[config.mk]
export PLATFORM = sky130hd
export DESIGN_NAME = barrel_hit_ctrl
export DESIGN_NICKNAME = d
export VERILOG_FILES = /design/src/rtl/barrel_hit_ctrl.sv
export SDC_FILE = /design/constraint.sdc
export NUM_CORES = 1
export LEC_CHECK = 0
export ABC_CLOCK_PERIOD_IN_PS = 2700
export CAP_MARGIN = 20
export CORE_AREA = 2 2 110 133
export DETAILED_ROUTE_END_ITERATION = 10
export DIE_AREA = 0 0 112 135
export DONT_BUFFER_PORTS = 1
export HOLD_SLACK_MARGIN = 0.15
export SKIP_CTS_REPAIR_TIMING = 1
export SYNTH_ARGS = -nofsm -noshare
export SYNTH_HDL_FRONTEND = slang
export SYNTH_SLANG_ARGS = --single-unit
[constraint.sdc]
create_clock -name clk -period 2.7 [get_ports clk]
set_input_delay 0.405 -clock clk [delete_from_list [all_inputs] [get_ports clk]]
set_output_delay 0.405 -clock clk [all_outputs]
set_load 0.05 [all_outputs]
[src/rtl/barrel_hit_ctrl.sv]
// Barrel collision and jump-over controller: tracks lives, post-hit immunity,
// game-over state and a saturating jump-over score for one barrel.
module barrel_hit_ctrl #(
    parameter logic [9:0]  MARIO_W       = 10'd26,
    parameter logic [8:0]  MARIO_H       = 9'd32,
    parameter logic [1:0]  LIVES_INIT    = 2'd3,
    parameter logic [7:0]  INVULN_CYCLES = 8'd120,
    parameter logic [8:0]  JUMP_ZONE     = 9'd40,
    parameter logic [15:0] JUMP_POINTS   = 16'd100
) (
    input  logic        clk,
    input  logic        rst,
    input  logic        start,
    input  logic [9:0]  barrel_x,
    input  logic [8:0]  barrel_y,
    input  logic [1:0]  barrel_state,
    input  logic [9:0]  mario_x,
    input  logic [8:0]  mario_y,
    output logic        over,
    output logic        hit,
    output logic [1:0]  lives,
    output logic [15:0] score
);

    typedef enum logic [1:0] {StIdle, StPlay, StHit, StOver} state_e;

    state_e     state_q;
    logic [7:0] timer_q;
    logic       scored_q;

    logic        rolling, active;
    logic [9:0]  barrel_w;
    logic [8:0]  barrel_h;
    logic [10:0] barrel_right, mario_right;
    logic [9:0]  barrel_bottom, mario_bottom;
    logic        x_overlap, overlap, above, jump_ok;
    logic [16:0] score_sum;
    logic [15:0] score_sat;

    // Edge sums are one bit wider than the operands so they never wrap.
    always_comb begin
        rolling       = (barrel_state == 2'b01);
        active        = rolling || (barrel_state == 2'b10);
        barrel_w      = (barrel_state == 2'b10) ? 10'd42 : 10'd32;
        barrel_h      = 9'd24;
        barrel_right  = {1'b0, barrel_x} + {1'b0, barrel_w};
        mario_right   = {1'b0, mario_x} + {1'b0, MARIO_W};
        barrel_bottom = {1'b0, barrel_y} + {1'b0, barrel_h};
        mario_bottom  = {1'b0, mario_y} + {1'b0, MARIO_H};
        x_overlap     = active && ({1'b0, mario_x} < barrel_right)
                        && (mario_right > {1'b0, barrel_x});
        overlap       = x_overlap && ({1'b0, mario_y} < barrel_bottom)
                        && (mario_bottom > {1'b0, barrel_y});
        above         = (mario_bottom <= {1'b0, barrel_y})
                        && (({1'b0, barrel_y} - mario_bottom) < {1'b0, JUMP_ZONE});
        jump_ok       = rolling && x_overlap && above && !overlap && !scored_q;
        score_sum     = {1'b0, score} + {1'b0, JUMP_POINTS};
        score_sat     = score_sum[16] ? 16'hFFFF : score_sum[15:0];
    end

    always_ff @(posedge clk or posedge rst) begin
        if (rst) begin
            state_q  <= StIdle;
            timer_q  <= 8'd0;
            scored_q <= 1'b0;
            lives    <= 2'd0;
            score    <= 16'd0;
            hit      <= 1'b0;
            over     <= 1'b0;
        end else begin
            hit <= 1'b0;
            if (!x_overlap) scored_q <= 1'b0;
            unique case (state_q)
                StIdle, StOver: begin
                    if (start) begin
                        state_q  <= StPlay;
                        lives    <= LIVES_INIT;
                        score    <= 16'd0;
                        scored_q <= 1'b0;
                        over     <= 1'b0;
                    end
                end
                StPlay: begin
                    if (overlap) begin
                        hit   <= 1'b1;
                        lives <= lives - 2'd1;
                        if (lives == 2'd1) begin
                            state_q <= StOver;
                            over    <= 1'b1;
                        end else begin
                            state_q <= StHit;
                            timer_q <= INVULN_CYCLES;
                        end
                    end else if (jump_ok) begin
                        score    <= score_sat;
                        scored_q <= 1'b1;
                    end
                end
                StHit: begin
                    timer_q <= timer_q - 8'd1;
                    if (timer_q == 8'd1) state_q <= StPlay;
                    if (jump_ok) begin
                        score    <= score_sat;
                        scored_q <= 1'b1;
                    end
                end
                default: state_q <= StIdle;
            endcase
        end
    end

endmodule
**Word-level counts from Yosys, hierarchy flattened**

Cells that the tools add are included.

- Output and inout bits: 20
- Logic and storage cells: 83
- Register bits after elaboration: 31
- Bits of input ports: 43

- Order comparisons: 6
- Add/subtract/negate cells: 8
- Muxes and demuxes: 28
- Reductions and logical operators: 21
- Equality and inequality tests: 13

Operators by type and width:

| kind | number |
|---|---|
| $mux 16 | 4 |
| $pmux 16 s3 | 1 |
| $add 16x7->17 const B | 1 |
| $mux 8 | 2 |
| $pmux 8 s2 | 1 |
| $ne 2x2->1 const B | 6 |
| $add 10x5->11 const B | 1 |
| $add 10x6->11 | 1 |
| $gt 11x10->1 | 1 |
| $lt 10x11->1 | 1 |
| $add 9x5->10 const B | 1 |
| $add 9x6->10 const B | 1 |
| $gt 10x9->1 | 1 |
| $le 10x9->1 | 1 |
| $lt 10x6->1 const B | 1 |
| $lt 9x10->1 | 1 |
| $mux 1 | 10 |
| $mux 2 | 5 |
| $sub 9x10->10 | 1 |
| $logic_and 1x1->1 | 9 |
| $reduce_and 3->1 | 3 |
| $eq 8x1->1 const B | 1 |
| $sub 8x1->8 const B | 1 |
| $eq 2x1->1 const B | 3 |
| other kinds (14) | 18 |

**Logic depth before layout (Yosys ltp)**

Gate-level depths: netlist of run 1.

- Depth in word-level cells: 14
- Mapped depth: 18
- Mapped depth without buffers: 17

**Worst setup path after synthesis of run 1**

Ideal clock, no wire load.

- Kind: in2reg
- Start: input barrel_state[0]
- End: register score[9]
- Stages on the path: 18
- Required time: 2.576 ns
- Setup slack: -0.674 ns
- Setup time: 0.124 ns
- Buffers on the path: 1
- Data arrival time: 3.250 ns
- Path through: inv_1 -> ha_1 -> and2_1 -> ha_1 -> a22oi_1 -> nor2_1 -> o21ai_0 -> xnor2_1 -> ha_1 -> a21o_1 -> a211oi_1 -> o221ai_1 -> a32oi_2 -> inv_1 -> o31ai_4 -> and2_1 -> buf_4 -> a21oi_1

- Cells in the longest elaborated chain, start to end: 14
- Elaborated cells between the ends (all ways): 20
- Classes of those cells: 1 x add/sub; 1 x order compare; 3 x eq/ne; 4 x mux; 11 x reduce/logical

Ends and longest elaborated chain:

| item | RTL line | RTL |
|---|---|---|
| start, declared | 16 | `input logic [1:0] barrel_state,` |
| $eq 2x2->1 | 43, 44 |  |
| $mux 4 | 44 | `barrel_w = (barrel_state == 2'b10) ? 10'd42 : 10'd32;` |
| $add 10x6->11 | 46 | `barrel_right = {1'b0, barrel_x} + {1'b0, barrel_w};` |
| $lt 10x11->1 | 50 | `x_overlap = active && ({1'b0, mario_x} < barrel_right)` |
| $logic_and 1x1->1 | 50 |  |
| $logic_and 1x1->1 | 51 | `&& (mario_right > {1'b0, barrel_x});` |
| $logic_and 1x1->1 | 52 | `overlap = x_overlap && ({1'b0, mario_y} < barrel_bottom)` |
| $logic_and 1x1->1 | 53 | `&& (mario_bottom > {1'b0, barrel_y});` |
| $logic_not 1->1 | 56 | `jump_ok = rolling && x_overlap && above && !overlap && !scored_q;` |
| $logic_and 1x1->1 (2 in series) | 56 |  |
| $mux 16 (2 in series) | -- |  |
| $pmux 16 s3 | -- |  |
| end signal, assigned | 95 | `score <= score_sat;` |
| end signal, assigned | 103 | `score <= score_sat;` |
| end, declared | 22 | `output logic [15:0] score` |

Parallel ways exist; a longest one is shown, timed or not. The select of a mux whose other input is x is not followed.
A chain may end at the register's enable or synchronous reset.

**Final worst setup path of run 1**

- Start: input barrel_state[0]
- End: register score[11]

The elaborated chain is that of the path after synthesis.

==> run metrics, run 1 <==
status=finished with violations; failing checks=setup timing; Peak VDD IR=331.9 uV; Initial Util=24.55%; via count=3268; Multi-input gate area=2691 um2; initial antenna violation count=0; clk_skew=0.003997 ns; placed insts=626; WL per Instance=14.12 um; mux cell area share after synthesis=1.185%; Worst Tran Pin Value=0.9202 ns; Net Sw Frac=43.48%; worst hold slack=0.1026 ns; arrival time worst endpoint=3.25 ns; PortBufs=0; synthesized area per cell=8.140 um2; FF+latch count, synth=30; Comb power frac=50.2%; Clock Latency Late Sink=0.27 ns; via/cell ratio=5.075; Ys Warns=0; Worst Path Max Fanout=7; max-cap violation count=0; final critical-path required period=3.037 ns; largest family of logic cells by synthesized area=compound AO/OA/AOI/OAI gates; metal2 WL=4.708 mm; fin area=4508 um2; final setup margin=-0.3373 ns; top routing layer used=met4; RSZ-0062 raised after global routing=yes; WL final=9.093 mm; First-pass DRT Iterations=4; Post-DP HPWL=7.129 mm; placed cell area=4019 um2; critical path depth=19; Critical Path RT=2.91 ns; Seq pwr share=28.1%; H-Tree Depth=2; # diodes=0; Clock Tree Root=clkbuf_16; headroom to the max-slew limit=38.65%; synth unique cells=63; # clock sinks=30; CTS clock-pin slew for the worst setup and hold paths=0.05 ns; post-synthesis adder-cell area fraction=18.52%; Min-Delay Path Class=input pin to asynchronous set/reset pin; Die Ht=135 um; Crit-path slowest cell=a211oi_2; Core Rows=47; number of fill cells in the layout=1425; layout cells sized above 1=27.70%; CP bufs+invs=4; Synth Area in Simple Gates=20.74%; post-synthesis xor/xnor area fraction=5.963%; Pwr per Cell Area=550.9 nW/um2; RePlAce Congestion=0.8498; Synth area leaders=dfrtp_1 22%, ha_1 19%, inv_1 5.0%, a21oi_1 4.6%, xnor2_1 4.1%; Nets=567; core area=13760 um2; metal3 WL=435 um; largest net degree at the start of global routing=31; gr ovfl total=0; Crit. End Element=flop; cell mode on critical path=ha_4; M1 wire length=3.848 mm; Net Sw Power=1080 uW; Syn Nets=508; crit start category=input pin; cells after synthesis=415; cells along the critical path=inv_12 > ha_4 > and2_4 > ha_4 > a22oi_2 > nor2_2 > o21ai_1 > xnor2_1 > ha_2 > a21o_1 > a211oi_2 > o221ai_2 > a32oi_2 > buf_4 > inv_6 > o31ai_4 > buf_6 > nor3b_2 > o22a_2; Clk pwr share=21.6%; vias in the first global route=3250; maximum clock insertion buffer count=2; area leader, netlist=dfrtp_1; Finished Layout Cells=644; Synth Cell Area=3378 um2; Post-synth top flop=dfrtp_1; Routed Antenna Nets=0; Area Overhead vs Synth=33.44%; Crit path largest cell delay=0.23 ns; Tcrit/Tclk final=112.5%; static leakage=0.002035 uW; Synth Area in Compound Gates=24.67%; Max Fclk=329.2 MHz; TritonCTS buffer count=5; flip-flop and latch area=750.7 um2; die width=112 um; Die ar.=15120 um2; drt initial violations=132; sequential area share after synthesis=22.22%; R2R cell count=9; residual DRC count=0; post-layout util=32.76%; top cell type's share of synthesized area=22.22%; IO Pins=63; asr flop ratio synth=100.0%; Total GRT Usage=11.46%; TritonCTS clock tree=built; first-pass GRT wire length=14.76 mm; number of hold violations in the final report=0; family with the most delay on the worst path=compound AO/OA/AOI/OAI gates; Post-synth EDFFs=0; kind of critical path=input pin to flop; Final Setup Violations=29; Pins Over Slew Limit=0; Pint=1404 uW
## Yosys cell counts (3+ instances only)
cell type and count:
ha_1 50, inv_1 45, nand2_1 35, a21oi_1 31
dfrtp_1 30, nor2_1 20, nand3_1 19, o21ai_0 16
xnor2_1 16, a31oi_1 10, and3_1 9, nand4_1 9
clkbuf_1 7, xor2_1 7, a21o_1 6, nand3b_1 6
nor3_1 6, a41oi_1 5, nand2b_1 5, a211oi_1 4
a22oi_1 4, a31o_2 4, and2_1 4, mux2i_1 4
nor4_1 4, o21a_1 4, buf_4 3, nor2b_1 3
nor3b_1 3, o211ai_1 3, o22a_1 3, o311ai_0 3
o31ai_1 3
## cells by family (layout without fill, tap and decap cells)
logic type / count (synthesis) / after routing
fa+ha+maj: 50 / 50
mux: 4 / 4
compound gates: 118 / 118
simple gates: 133 / 133
buf+inv: 57 / 115
flops: 30 / 30
xor+xnor: 23 / 23
## state kept, by name, summed over array words and instances, names as in the netlist
signal,count
scored_q,1
timer_q,8
lives,2
hit,1
score,15
state_q,2
over,1
## worst paths after layout
path / from / end / slack (ns)
max: barrel_state[0] / score[11]$_DFFE_PP0P_ / -0.34
min: rst / timer_q[2]$_DFFE_PP0P_ / 0.10
max reg2reg: score[3]$_DFFE_PP0P_ / score[15]$_DFFE_PP0P_ / 0.16
min reg2reg: timer_q[7]$_DFFE_PP0P_ / timer_q[7]$_DFFE_PP0P_ / 0.55
max in group asynchronous: rst / timer_q[6]$_DFFE_PP0P_ / 2.30
min in group clk: start / lives[1]$_DFFE_PP0P_ / 0.45
## layout by cell type, fill, tap and decap left out, types with 7 or more instances in the layout
master,netlist,layout
dfrtp_1,30,30
nand2_1,35,30
nand3_1,19,18
nand4_1,9,9
buf_6,0,13
a21oi_1,31,21
nor2_1,20,19
a21oi_2,0,10
inv_1,45,41
and3_1,9,9
buf_4,3,49
a31oi_1,10,7
xnor2_1,16,16
ha_1,50,46
o21ai_0,16,11
## stage by stage
stage	setup slack (ns)	setup TNS (ns)	power [uW]
finish	-0.3373	-6.828	2484
global route	-0.4800	-11.09	2664
CTS	-0.3525	-7.370	2339
detailed placement	-0.6292	-15.65	1796
global placement	-0.5783	-14.22	1763
floorplan	-0.4781	-9.807	1510
## power by group through the flow
stage,Clock (uW),Combinational [uW],Sequential (uW)
4_1_cts,543,1100,697
3_3_place_gp,0,1060,698
3_5_place_dp,0,1090,704
5_1_grt,562,1400,706
2_1_floorplan,0,789,721
6_report,537,1250,699
## area by class of cell
| cell class | count | share of cell area (%) |
|---|---|---|
| multi-input combinational | 328 | 59.70 |
| sequential | 30 | 16.65 |
| timing repair buffer | 64 | 11.63 |
| tap | 171 | 4.746 |
| inverter | 45 | 4.191 |
| clock buffer | 6 | 3.081 |
## worst reg2reg max path, stage by stage, from the launching register on
cell,delay [ns]
dfrtp_1,0.35
ha_1,0.21
a21oi_1,0.13
nand2b_1,0.12
and3_1,0.29
and3_1,0.30
nand4_1,0.47
a21o_1,0.34
a31o_4,0.23
nand2_2,0.04
## layer usage
layer	global-route usage, %	up-vias
met4	2.710	0
met5	0	-
met2	21.55	59
met1	13.02	1568
met3	2.828	8
li1	-	1633
Power figures use the tool's default switching activity.
==> run 2, diff against run 1 <==
- ABC_CLOCK_PERIOD_IN_PS: 2700 -> 3940
- clock period: 2.7 -> 3.94 ns (I/O delays scaled with it)
==> run 2 against run 1 <==
Effect of this change: the run now ends clean; largest power group unchanged; highest routed layer unchanged; worst setup slack gained 0.65 ns; clock skew grew 0.0042 ns; via count shrank 6.6%; critical path depth shrank 1.
==> run metrics, run 2 (synthesized netlist as in run 1, its figures left out) <==
Routed Antenna Nets=0; First-pass DRT Iterations=5; launch point of the critical path=barrel_state[0]; Clk pwr share=24.6%; Pins Over Slew Limit=0; static leakage=0.001724 uW; fin area=3746 um2; number of fill cells in the layout=1474; # diodes=0; IO Pins=63; Die ar.=15120 um2; max-cap violation count=0; kind of critical path=input pin to flop; status=complete, no violations; core area=13760 um2; placed cell area=3587 um2; R2R cell count=9; crit start category=input pin; die width=112 um; WL per Instance=14.45 um; Worst Tran Pin Value=0.9414 ns; maximum clock insertion buffer count=2; Pint=879.9 uW; TritonCTS clock tree=built; Pwr per Cell Area=411.7 nW/um2; vias in the first global route=3108; CP endpoint=score[14]$_DFFE_PP0P_; family with the most delay on the worst path=compound AO/OA/AOI/OAI gates; Die Ht=135 um; H-Tree Depth=2; Clock Latency Late Sink=0.27 ns; via count=3052; max reg flops=15; Final Power=1542 uW; RePlAce Congestion=0.8826; top flop regs=score: 15 flops, timer_q: 8 flops; Min-Delay Path Class=input pin to asynchronous set/reset pin; Max Fclk=275.9 MHz; post-layout util=27.22%; Initial Util=24.55%; number of hold violations in the final report=0; Critical Path RT=4.14 ns; Top reg by flops=score; gr ovfl total=0; PortBufs=0; # clock sinks=30; Worst Path Max Fanout=5; Nets=511; Net Sw Power=662.5 uW; WL final=8.526 mm; critical path depth=18; cell mode on critical path=ha_1; via/cell ratio=5.173; headroom to the max-slew limit=37.24%; arrival time worst endpoint=3.82 ns; r2r endpoint=score[15]$_DFFE_PP0P_; CP bufs+invs=3; Comb power frac=42.7%; Crit-path slowest cell=o31ai_4; largest net degree at the start of global routing=31; Crit. End Element=flop; flop2flop setup slack=1.13 ns; RSZ-0062 raised after global routing=no; Core Rows=47; Area Overhead vs Synth=10.89%; Seq pwr share=32.8%; Net Sw Frac=42.95%; Total GRT Usage=11.66%; drt initial violations=168; worst hold slack=0.2802 ns; placed insts=581; Tcrit/Tclk final=91.98%; cells along the critical path=inv_1 > ha_1 > and2_1 > ha_1 > a22oi_1 > nor2_2 > o21ai_0 > xnor2_1 > ha_1 > a21o_1 > a211oi_1 > o221ai_1 > a32oi_2 > inv_2 > o31ai_4 > buf_4 > a41oi_1 > a21oi_1; residual DRC count=0; Post-DP HPWL=7.001 mm; TritonCTS buffer count=5; Final Setup Violations=0; clk_skew=0.008230 ns; final critical-path required period=3.624 ns; Crit path largest cell delay=0.31 ns; Finished Layout Cells=590; CTS clock-pin slew for the worst setup and hold paths=0.05 ns; Peak VDD IR=174.9 uV; most frequent cells in the layout=50 x ha_1, 44 x inv_1, 35 x nand2_1; layout cells sized above 1=7.399%; first-pass GRT wire length=14.66 mm; FF-to-FF Start=score[2]$_DFFE_PP0P_; initial antenna violation count=0; leading cell type in the layout, fill and taps excluded=ha_1; Clock Tree Root=clkbuf_16
## run 2: cell types whose count changed in the layout (fill, tap and decap cells not counted), moves of 4 or more
cell and change:
a41oi_1 +5, buf_6 -13, a21oi_1 +10, o21ai_0 +5, buf_4 -41, nand2_2 -5, nand2_1 +5, a21oi_2 -10
a41oi_2 -5, ha_1 +4
## run 2: layout make-up
class / instances / area (um2) / share of cell area [%]
multi-input cells: 328 / 2405 / 64.20
flip-flops and latches: 30 / 750.7 / 20.04
well taps: 171 / 214.0 / 5.711
inverters: 45 / 168.9 / 4.509
clock buffers: 7 / 142.6 / 3.808
repair buffers: 8 / 60.06 / 1.603
clock inverters: 1 / 5.005 / 0.1336
## run 2: worst register-to-register path, delay by kind of cell (launching register included)
family | cells | cell delay [ns]
and+or+nand+nor | 5 | 1.13
AOI/OAI and AO/OA | 3 | 0.63
DFF | 1 | 0.70
adders and majority gates | 1 | 0.29
## run 2: worst min path at each step
stage,slack [ns],to,cells after the start
2_1_floorplan,0.48,timer_q[7]$_DFFE_PP0P_,1
3_3_place_gp,0.50,timer_q[7]$_DFFE_PP0P_,1
3_5_place_dp,0.50,timer_q[7]$_DFFE_PP0P_,1
4_1_cts,0.31,score[10]$_DFFE_PP0P_,2
5_1_grt,0.33,score[9]$_DFFE_PP0P_,2
6_report,0.28,score[9]$_DFFE_PP0P_,2
## run 2: metal layers
metal / global-route usage [%] / wire [um] / vias up
met1: 12.54 / 3383 / 1460
li1: - / - / 1527
met3: 4.084 / 662 / 10
met5: 0 / 0 / -
met4: 2.642 / 101 / 0
met2: 21.92 / 4379 / 55
## run 2: power by group through the flow
stage / registers [uW] / logic, uW / clock network [uW]
2_1_floorplan: 494 / 521 / 0
3_3_place_gp: 509 / 634 / 0
3_5_place_dp: 512 / 654 / 0
4_1_cts: 508 / 658 / 386
5_1_grt: 519 / 755 / 405
6_report: 506 / 658 / 379
## run 2: metrics by stage
step / worst slack [ns] / setup TNS (ns)
after CTS: 0.2471 / 0
final: 0.3159 / 0
after global routing: 0.02941 / 0
after detailed placement: -0.006587 / -0.009263
after global placement: 0.1274 / 0
after floorplan: 0.3798 / 0
==> run 3, diff against run 2 <==
- PLACE_DENSITY_LB_ADDON: unset -> 0.25
==> run 3 against run 2 <==
Effect of this change: sequential share of layout area down 0.14 points; clock power up 16%; critical path depth unchanged; global-route usage up 0.39 points; final area up 0.70%; critical endpoint is now score[4]$_DFFE_PP0P_.
==> run metrics, run 3 (synthesized netlist as in run 1, its figures left out) <==
status=complete, no violations; Final Power=1600 uW; gr ovfl total=0; Core Rows=47; headroom to the max-slew limit=37.56%; # clock sinks=30; IO Pins=63; leading cell type in the layout, fill and taps excluded=ha_1; vias in the first global route=3119; kind of critical path=input pin to flop; clk_skew=0.006053 ns; maximum clock insertion buffer count=2; Critical Path RT=4.10 ns; Nets=511; core area=13760 um2; Total GRT Usage=12.05%; most frequent cells in the layout=50 x ha_1, 45 x inv_1, 35 x nand2_1; Area Overhead vs Synth=11.67%; PortBufs=0; final critical-path required period=3.620 ns; Die ar.=15120 um2; Finished Layout Cells=590; Tcrit/Tclk final=91.89%; Worst Tran Pin Value=0.9365 ns; Die Ht=135 um; number of fill cells in the layout=1497; Initial Util=24.55%; residual DRC count=0; WL final=8.920 mm; RSZ-0062 raised after global routing=no; top flop regs=score: 15 flops, timer_q: 8 flops; max reg flops=15; setup TNS=0 ns; WL per Instance=15.12 um; Routed Antenna Nets=0; RePlAce Congestion=0.8468; max-cap violation count=0; Crit. End Element=flop; static leakage=0.001735 uW; Clock Latency Late Sink=0.28 ns; Max Fclk=276.2 MHz; die width=112 um; placed insts=582; Pwr per Cell Area=424.1 nW/um2; Peak VDD IR=204.6 uV; first-pass GRT wire length=15.19 mm; initial antenna violation count=0; Worst Path Max Fanout=12; First-pass DRT Iterations=4; CTS clock-pin slew for the worst setup and hold paths=0.06 ns; Clock Tree Root=clkbuf_16; crit start category=input pin; via/cell ratio=5.125; arrival time worst endpoint=3.78 ns; Top reg by flops=score; # diodes=0; Post-DP HPWL=7.177 mm; Pins Over Slew Limit=0; TritonCTS clock tree=built; drt initial violations=139; number of hold violations in the final report=0; TritonCTS buffer count=5; H-Tree Depth=2; largest net degree at the start of global routing=31; post-layout util=27.41%; Final Setup Violations=0; via count=3024; layout cells sized above 1=6.921%; Min-Delay Path Class=input pin to asynchronous set/reset pin
run 3: final cells by class:
cell class              count  area, um2  area share, %
flip-flops and latches     30      750.7          19.90
clock buffers               5      125.1          3.317
repair buffers              8      72.57          1.924
multi-input cells         328       2401          63.65
well taps                 171      214.0          5.672
clock inverters             3      40.04          1.061
inverters                  45      168.9          4.478
run 3: final timing paths:
kind,start,endpoint,slack [ns],cells past startpoint
hold reg to reg,timer_q[7]$_DFFE_PP0P_,timer_q[7]$_DFFE_PP0P_,0.51,1
setup / recovery,barrel_state[0],score[4]$_DFFE_PP0P_,0.32,18
min in group clk,timer_q[7]$_DFFE_PP0P_,timer_q[7]$_DFFE_PP0P_,0.51,1
setup reg to reg,score[2]$_DFFE_PP0P_,score[15]$_DFFE_PP0P_,1.05,9
hold / removal,rst,score[12]$_DFFE_PP0P_,0.27,2
max in group asynchronous,rst,score[4]$_DFFE_PP0P_,3.36,2
run 3: metal layers:
| metal | up-vias | track usage [%] | routed length [um] |
|---|---|---|---|
| met3 | 12 | 3.725 | 589 |
| met5 | - | 0 | 0 |
| met4 | 0 | 2.710 | 119 |
| li1 | 1530 | - | - |
| met1 | 1413 | 13.96 | 3693 |
| met2 | 69 | 21.82 | 4518 |
run 3: where the power goes:
group          leakage, uW  internal [uW]  switching [uW]
registers         0.000389            365             141
logic              0.00126            260             397
clock network    0.0000836            295             143
total              0.00174            920             680
run 3: critical path: stages:
cell and delay (ns):
inv_1 0.03, ha_1 0.23, and2_1 0.15, ha_1 0.19, a22oi_1 0.16, nor2_1 0.10
o21ai_0 0.20, xnor2_1 0.10, ha_1 0.20, a21o_1 0.18, a211oi_1 0.24, o221ai_1 0.17
a32oi_2 0.29, inv_1 0.18, nor3_2 0.26, buf_12 0.17, a41oi_1 0.11, o22a_1 0.24
run 3: metrics by stage:
step | hold WS [ns] | cell area (um2) | worst slack [ns]
3_5_place_dp | 0.5141 | 3607 | 0.04605
5_1_grt | 0.3233 | 3772 | 0.009626
6_report | 0.2736 | 3772 | 0.3197
4_1_cts | 0.3070 | 3772 | 0.3124
2_1_floorplan | 0.4793 | 3378 | 0.3798
3_3_place_gp | 0.5043 | 3607 | 0.1269
